<file path="src/rtl/ravenoc_edge_sink_if.sv">
// Flit handshake bundle between a router edge port group and its terminator.
// master = router side driving flits, slave = terminator returning ready.
interface ravenoc_edge_sink_if #(
  parameter int NUM_PORTS  = 4,
  parameter int FLIT_WIDTH = 34
);
  logic [NUM_PORTS-1:0]            flit_valid;
  logic [NUM_PORTS*FLIT_WIDTH-1:0] flit_data;
  logic [NUM_PORTS-1:0]            flit_ready;

  modport master (output flit_valid, output flit_data, input  flit_ready);
  modport slave  (input  flit_valid, input  flit_data, output flit_ready);
endinterface

</file>
<file path="src/rtl/ravenoc_edge_sink.sv">
// Terminator for unconnected mesh-edge router ports: either ties ready low or
// sinks flits while tracking framing, counting drops and capturing the first header.
module ravenoc_edge_sink #(
  parameter int NUM_PORTS  = 4,
  parameter int FLIT_WIDTH = 34,
  parameter int CNT_WIDTH  = 16
) (
  input  logic                            clk_noc,
  input  logic                            arst_noc,
  ravenoc_edge_sink_if.slave              flit_if,
  input  logic [NUM_PORTS-1:0]            sink_en_i,
  input  logic                            clear_i,
  input  logic                            irq_en_i,
  output logic [NUM_PORTS*CNT_WIDTH-1:0]  pkt_cnt_o,
  output logic [NUM_PORTS*CNT_WIDTH-1:0]  flit_cnt_o,
  output logic [NUM_PORTS-1:0]            proto_err_o,
  output logic [NUM_PORTS*FLIT_WIDTH-1:0] hdr_cap_o,
  output logic [NUM_PORTS-1:0]            hdr_vld_o,
  output logic                            irq_o
);

  localparam logic [1:0] TYPE_HEAD      = 2'b00;
  localparam logic [1:0] TYPE_BODY      = 2'b01;
  localparam logic [1:0] TYPE_TAIL      = 2'b10;
  localparam logic [1:0] TYPE_HEAD_TAIL = 2'b11;

  typedef enum logic {
    IDLE,
    IN_PKT
  } state_t;

  function automatic logic [CNT_WIDTH-1:0] sat_inc(input logic [CNT_WIDTH-1:0] v);
    logic [CNT_WIDTH-1:0] one;
    one = {{(CNT_WIDTH-1){1'b0}}, 1'b1};
    return (&v) ? v : v + one;
  endfunction

  // Stage p0: registered ready; alive_p0 holds ready low for the first edge after reset.
  logic                 alive_p0;
  logic [NUM_PORTS-1:0] ready_p0;

  always_ff @(posedge clk_noc or posedge arst_noc) begin
    if (arst_noc) begin
      alive_p0 <= 1'b0;
      ready_p0 <= '0;
    end else begin
      alive_p0 <= 1'b1;
      ready_p0 <= alive_p0 ? sink_en_i : '0;
    end
  end

  assign flit_if.flit_ready = ready_p0;

  // Stage p1: per-port framing FSM, saturating counters, error flag and header capture.
  for (genvar p = 0; p < NUM_PORTS; p++) begin : g_port
    logic [FLIT_WIDTH-1:0] flit;
    logic [1:0]            ftype;
    logic                  xfer;
    logic                  is_head;
    logic                  pkt_done;
    logic                  err_ev;

    state_t                state_p1;
    logic [CNT_WIDTH-1:0]  pkt_cnt_p1;
    logic [CNT_WIDTH-1:0]  flit_cnt_p1;
    logic                  err_p1;
    logic                  hdr_vld_p1;
    logic [FLIT_WIDTH-1:0] hdr_cap_p1;

    assign flit = flit_if.flit_data[p*FLIT_WIDTH +: FLIT_WIDTH];

    always_comb begin
      ftype    = flit[FLIT_WIDTH-1 -: 2];
      xfer     = flit_if.flit_valid[p] & ready_p0[p];
      is_head  = (ftype == TYPE_HEAD) || (ftype == TYPE_HEAD_TAIL);
      pkt_done = xfer && ((ftype == TYPE_HEAD_TAIL) ||
                          ((state_p1 == IN_PKT) && (ftype == TYPE_TAIL)));
      // A header inside a packet or a body/tail outside one both break framing.
      err_ev   = xfer && ((state_p1 == IDLE) ? !is_head : is_head);
    end

    always_ff @(posedge clk_noc or posedge arst_noc) begin
      if (arst_noc) begin
        state_p1 <= IDLE;
      end else if (!sink_en_i[p]) begin
        state_p1 <= IDLE;
      end else if (xfer) begin
        case (ftype)
          TYPE_HEAD:      state_p1 <= IN_PKT;
          TYPE_HEAD_TAIL: state_p1 <= IDLE;
          TYPE_TAIL:      state_p1 <= IDLE;
          TYPE_BODY:      state_p1 <= state_p1;
          default:        state_p1 <= IDLE;
        endcase
      end
    end

    always_ff @(posedge clk_noc or posedge arst_noc) begin
      if (arst_noc) begin
        pkt_cnt_p1  <= '0;
        flit_cnt_p1 <= '0;
        err_p1      <= 1'b0;
        hdr_vld_p1  <= 1'b0;
        hdr_cap_p1  <= '0;
      end else if (clear_i) begin
        pkt_cnt_p1  <= '0;
        flit_cnt_p1 <= '0;
        err_p1      <= 1'b0;
        hdr_vld_p1  <= 1'b0;
        hdr_cap_p1  <= '0;
      end else begin
        if (xfer)     flit_cnt_p1 <= sat_inc(flit_cnt_p1);
        if (pkt_done) pkt_cnt_p1  <= sat_inc(pkt_cnt_p1);
        if (err_ev)   err_p1      <= 1'b1;
        if (xfer && is_head && !hdr_vld_p1) begin
          hdr_vld_p1 <= 1'b1;
          hdr_cap_p1 <= flit;
        end
      end
    end

    assign pkt_cnt_o[p*CNT_WIDTH +: CNT_WIDTH]    = pkt_cnt_p1;
    assign flit_cnt_o[p*CNT_WIDTH +: CNT_WIDTH]   = flit_cnt_p1;
    assign proto_err_o[p]                         = err_p1;
    assign hdr_vld_o[p]                           = hdr_vld_p1;
    assign hdr_cap_o[p*FLIT_WIDTH +: FLIT_WIDTH]  = hdr_cap_p1;
  end

  // Stage p2: interrupt follows the sticky flags by one cycle.
  logic irq_p2;

  always_ff @(posedge clk_noc or posedge arst_noc) begin
    if (arst_noc) begin
      irq_p2 <= 1'b0;
    end else begin
      irq_p2 <= irq_en_i & (|(hdr_vld_o | proto_err_o));
    end
  end

  assign irq_o = irq_p2;

endmodule

</file>
<file path="src/flat_wrapper.sv">
// flat-port wrapper written by rule: the top's interface ports become plain ports
module ravenoc_edge_sink_flat 
#(
  parameter int NUM_PORTS  = 4,
  parameter int FLIT_WIDTH = 34,
  parameter int CNT_WIDTH  = 16
)
  (clk_noc, arst_noc, sink_en_i, clear_i, irq_en_i, pkt_cnt_o, flit_cnt_o, proto_err_o, hdr_cap_o, hdr_vld_o, irq_o, flit_if_flit_valid, flit_if_flit_data, flit_if_flit_ready);
  ravenoc_edge_sink_if #(.NUM_PORTS(NUM_PORTS), .FLIT_WIDTH(FLIT_WIDTH)) flit_if_i ();
  input  logic clk_noc;
  input  logic arst_noc;
  input  logic [NUM_PORTS-1:0] sink_en_i;
  input  logic clear_i;
  input  logic irq_en_i;
  output logic [NUM_PORTS*CNT_WIDTH-1:0] pkt_cnt_o;
  output logic [NUM_PORTS*CNT_WIDTH-1:0] flit_cnt_o;
  output logic [NUM_PORTS-1:0] proto_err_o;
  output logic [NUM_PORTS*FLIT_WIDTH-1:0] hdr_cap_o;
  output logic [NUM_PORTS-1:0] hdr_vld_o;
  output logic irq_o;
  input wire logic [$bits(flit_if_i.flit_valid)-1:0] flit_if_flit_valid;
  input wire logic [$bits(flit_if_i.flit_data)-1:0] flit_if_flit_data;
  output wire logic [$bits(flit_if_i.flit_ready)-1:0] flit_if_flit_ready;
  assign flit_if_i.flit_valid = flit_if_flit_valid;
  assign flit_if_i.flit_data = flit_if_flit_data;
  assign flit_if_flit_ready = flit_if_i.flit_ready;
  ravenoc_edge_sink #(.NUM_PORTS(NUM_PORTS), .FLIT_WIDTH(FLIT_WIDTH), .CNT_WIDTH(CNT_WIDTH)) u_core (.clk_noc(clk_noc), .arst_noc(arst_noc), .flit_if(flit_if_i), .sink_en_i(sink_en_i), .clear_i(clear_i), .irq_en_i(irq_en_i), .pkt_cnt_o(pkt_cnt_o), .flit_cnt_o(flit_cnt_o), .proto_err_o(proto_err_o), .hdr_cap_o(hdr_cap_o), .hdr_vld_o(hdr_vld_o), .irq_o(irq_o));
endmodule
</file>
<file path="config.mk">
export PLATFORM = sky130hd
export DESIGN_NAME = ravenoc_edge_sink_flat
export DESIGN_NICKNAME = d
export VERILOG_FILES = /design/src/rtl/ravenoc_edge_sink_if.sv /design/src/rtl/ravenoc_edge_sink.sv /design/src/flat_wrapper.sv
export SDC_FILE = /design/constraint.sdc
export NUM_CORES = 1
export LEC_CHECK = 0
export BUFFER_PORTS_ARGS = -buffer_cell sky130_fd_sc_hd__buf_4
export CORE_ASPECT_RATIO = 0.7
export CORE_UTILIZATION = 48
export CTS_CLUSTER_SIZE = 10
export DETAILED_ROUTE_END_ITERATION = 16
export MAX_ROUTING_LAYER = met4
export PLACE_DENSITY = 0.84
export SYNTH_ARGS = -nofsm -noshare
export SYNTH_HDL_FRONTEND = slang
export SYNTH_SLANG_ARGS = --single-unit
</file>
<file path="constraint.sdc">
create_clock -name clk_noc -period 20.2 [get_ports clk_noc]
set_input_delay 3.03 -clock clk_noc [delete_from_list [all_inputs] [get_ports clk_noc]]
set_output_delay 3.03 -clock clk_noc [all_outputs]
set_load 0.01 [all_outputs]
</file>
==> results by group <==
Worst setup path
  – Crit path largest cell delay: 0.99 ns
  – Number of buffers and inverters on the critical path: 2
  – Maximum fanout along the worst path: 93
  – Crit path max-delay cell type: sky130_fd_sc_hd__inv_2
  – Arrival @ worst endpoint: 4.91 ns
  – Ordered cell list for the critical path: clkbuf_8 -> inv_2 -> o311ai_0 -> o41ai_1
  – Startpoint types: primary input
  – Type of the worst setup path: primary input to flip-flop
  – Cell type group with the largest total delay on the critical path: buffers and inverters
  – Critical Path End Type: flip-flop
  – Required time of the worst setup path: 20.59 ns

Detailed routing
  – Wire per inst: 18.3 µm
  – Antenna viol nets, final: 0
  – 1st-iter DRT viols: 994
  – Number of remaining DRC errors: 0
  – Total detailed-routing wirelength: 41300 µm
  – Routed vias/inst: 5.86
  – Via count: 13.2k
  – Number of iterations in the first detailed-routing pass: 6

Die
  – Die ar.: 29100 µm²
  – Top-level port count: 425
  – Overall die height: 143 µm
  – Die width: 203 µm
  – Starting utilization of the core area: 0.490
  – Floorplan core area: 27800 µm²
  – Std cell rows: 51

Cells and area
  – Count of fill cells added during filler insertion: 2236
  – Commonest cells after routing, fill and taps aside: sky130_fd_sc_hd__buf_4, sky130_fd_sc_hd__nand2_1, sky130_fd_sc_hd__dfrtp_1
  – Fraction of layout cells with a size suffix above 1: 0.276
  – Synthesis-to-layout area growth: 32.6%
  – Most common cell after layout, fill and taps aside: sky130_fd_sc_hd__buf_4
  – Nets@finish: 2042

Synth
  – Mux cell area share after synthesis: 0.0242
  – Post-synthesis share of cell area spent on and, or, nand and nor gates: 0.245
  – Ys flop type: sky130_fd_sc_hd__dfrtp_1
  – Area share of xor/xnor cells in the synthesized design: 0.00322
  – Count of different cell masters after synthesis: 56
  – Mean cell area of the mapped netlist: 9.17 µm²
  – Yosys Warn Count: 0
  – Share of async-settable or async-resettable flops after synthesis: 1.00
  – Post-synthesis register bit count: 282
  – Post-synthesis compound-gate area fraction: 0.157
  – Synthesized instance count: 1486
  – Post-synthesis sequential area ratio: 0.518
  – Combinational family with the most area after synthesis: simple AND/OR/NAND/NOR gates
  – Number of enable-type register cells in the synthesized netlist: 0
  – Number of nets produced by synthesis: 1654
  – Post-Synthesis Cell Area: 13600 µm²
  – Share of synthesized cell area in full adder, half adder and majority cells: 0.0184

GRT
  – Number of global-route vias before repair: 12.4k
  – Global-route wire length before repair: 64800 µm
  – Pin count of the biggest net entering global routing: 186
  – Sum of overflow across all layers after global routing: 0
  – Antenna violations before repair: 1
  – Tot GR Track Use: 0.287

Clock network
  – CTS root buf: sky130_fd_sc_hd__clkbuf_16
  – Clock buffers created by TritonCTS: 34
  – Longest Clk Path Bufs: 3
  – Post-cts repair resize count: 0
  – Post-CTS Setup Bufs: 0
  – Clock transition at the registers of the reported paths: 0.05 ns
  – CTS tree: yes
  – Clock latency at the later pin of the worst-skew pair: 0.52 ns
  – Clock sink count: 282
  – Deepest level of the CTS H-tree: 2
  – Post-cts hold buffer count: 0

Placed design
  – DP Wirelength: 28800 µm
  – Number of port buffers: 424
  – Weighted congestion at the end of routability-driven global placement: 0.884

Timing
  – Headroom to the max-slew limit: 0.236
  – Final hold vios: 0
  – Final-report max-slew violation count: 0
  – Top achievable clock speed: 221 MHz
  – RSZ-0062 raised after global routing: no
  – Final setup violation count: 0
  – Setup TNS: 0 ns
  – Setup clock skew after layout: 0.0233 ns
  – Final min period: 4.52 ns
  – Period utilisation layout: 0.224
  – Worst slew pin tran: 1.15 ns

Pwr
  – Cell leakage power: 0.00817 µW
  – Cell Pwr Density: 69.1 nW/µm²
  – Max IR drop VDD: 0.0555 mV
  – Total chip power: 1250 µW

Hold path
  – Class of the tightest hold or removal check: flip-flop to flip-flop

Run
  – Reported max-cap violation count: 0

Run status
  – Status: finished clean
-- registers in the layout, indices dropped and copies added (netlist names) --
signal / flops
u_core.alive_p0: 1
u_core.flit_if.flit_ready: 4
u_core.g_port.err_p1: 4
u_core.g_port.flit_cnt_p1: 64
u_core.g_port.hdr_cap_p1: 136
u_core.g_port.hdr_vld_p1: 4
u_core.g_port.pkt_cnt_p1: 64
u_core.g_port.state_p1: 4
u_core.irq_o: 1
-- worst min-delay path: stages (launching register included) --
cell and delay [ns]:
sky130_fd_sc_hd__dfrtp_1 0.34, sky130_fd_sc_hd__nand2_1 0.05, sky130_fd_sc_hd__o31ai_1 0.06
-- Yosys cell counts (all sizes together) (3+ instances only) --
library cell | instances | area share
nand2 | 328 | 0.090
dfrtp | 282 | 0.52
a21oi | 192 | 0.071
clkbuf | 65 | 0.018
o21ai | 60 | 0.022
nor2 | 51 | 0.014
or4 | 48 | 0.026
nand3 | 47 | 0.018
o31ai | 45 | 0.025
nand4 | 43 | 0.020
inv | 28 | 0.0077
nor3 | 24 | 0.0088
mux2 | 23 | 0.019
nor2b | 23 | 0.011
and4 | 22 | 0.014
buf | 21 | 0.0085
or3 | 21 | 0.0096
ha | 20 | 0.018
nor4 | 19 | 0.0092
o41ai | 13 | 0.0084
and2 | 11 | 0.0051
and3 | 11 | 0.0051
o311ai | 8 | 0.0051
mux2i | 7 | 0.0051
a211oi | 6 | 0.0033
a21boi | 6 | 0.0033
a31oi | 6 | 0.0028
a311oi | 4 | 0.0026
a31o | 4 | 0.0026
nand3b | 4 | 0.0022
nor3b | 4 | 0.0022
xnor2 | 4 | 0.0026
a21o | 3 | 0.0017
nand2b | 3 | 0.0014
nor4b | 3 | 0.0019
or2 | 3 | 0.0014
-- cell type report --
cell class                 instances  area, µm²  area share
clock buffer                      42        975      0.0540
antenna                            2       5.00    0.000277
multi-input combinational       1090       6130       0.340
timing repair buffer             438       3320       0.184
inverter                          28        113     0.00623
tap                              371        464      0.0257
sequential                       282       7060       0.391
-- metrics by stage --
stage	utilization	cells	setup slack (ns)	cell area (µm²)	hold WS [ns]
2_1_floorplan	-	1486	9.39	13600	0.474
3_5_place_dp	0.614	2208	15.10	17100	0.471
3_3_place_gp	0.614	2208	15.20	17100	0.463
4_1_cts	0.649	2250	15.56	18100	0.486
6_report	0.649	2253	15.68	18100	0.482
5_1_grt	0.649	2252	15.53	18100	0.510
-- power breakdown --
part	leakage [µW]	internal [µW]	switching (µW)	total, µW
Combinational	0.00380	46.2	59.9	106
Clock	0.000480	334	221	555
Sequential	0.00388	578	9.65	588
Total	0.00817	958	291	1250
-- per-layer routing --
layer	up-vias	part of all wire	GRT usage
met5	-	0	-
met4	0	0.031	0.108
met3	86	0.082	0.0600
met2	557	0.46	0.429
met1	6419	0.43	0.384
li1	6135	-	-
-- path summary, 6_finish.rpt --
kind	to	depth (start not counted)	startpoint	slack [ns]
worst max register to register	u_core.g_port[0].flit_cnt_p1[11]	5	u_core.g_port[0].flit_cnt_p1[8]	17.81
min in group asynchronous	u_core.g_port[1].hdr_cap_p1[2]	2	arst_noc	2.64
worst min register to register	u_core.g_port[2].hdr_cap_p1[33]	2	u_core.g_port[2].hdr_cap_p1[33]	0.48
max in group asynchronous	u_core.g_port[3].hdr_cap_p1[20]	3	arst_noc	16.06
worst min-delay path	u_core.g_port[2].hdr_cap_p1[33]	2	u_core.g_port[2].hdr_cap_p1[33]	0.48
worst max-delay path	u_core.g_port[3].pkt_cnt_p1[13]	4	clear_i	15.68
-- logic make-up (layout without fill, tap and decap cells) --
kind of cell	after synthesis	in the layout
other	1	3
AO/OA/AOI/OAI	362	362
XOR/XNOR	5	5
multiplexers	30	30
flip-flops	282	282
adder cells (fa/ha/maj)	20	20
buffers and inverters	114	508
AND/OR/NAND/NOR	672	672
Power figures use the tool's default switching activity.
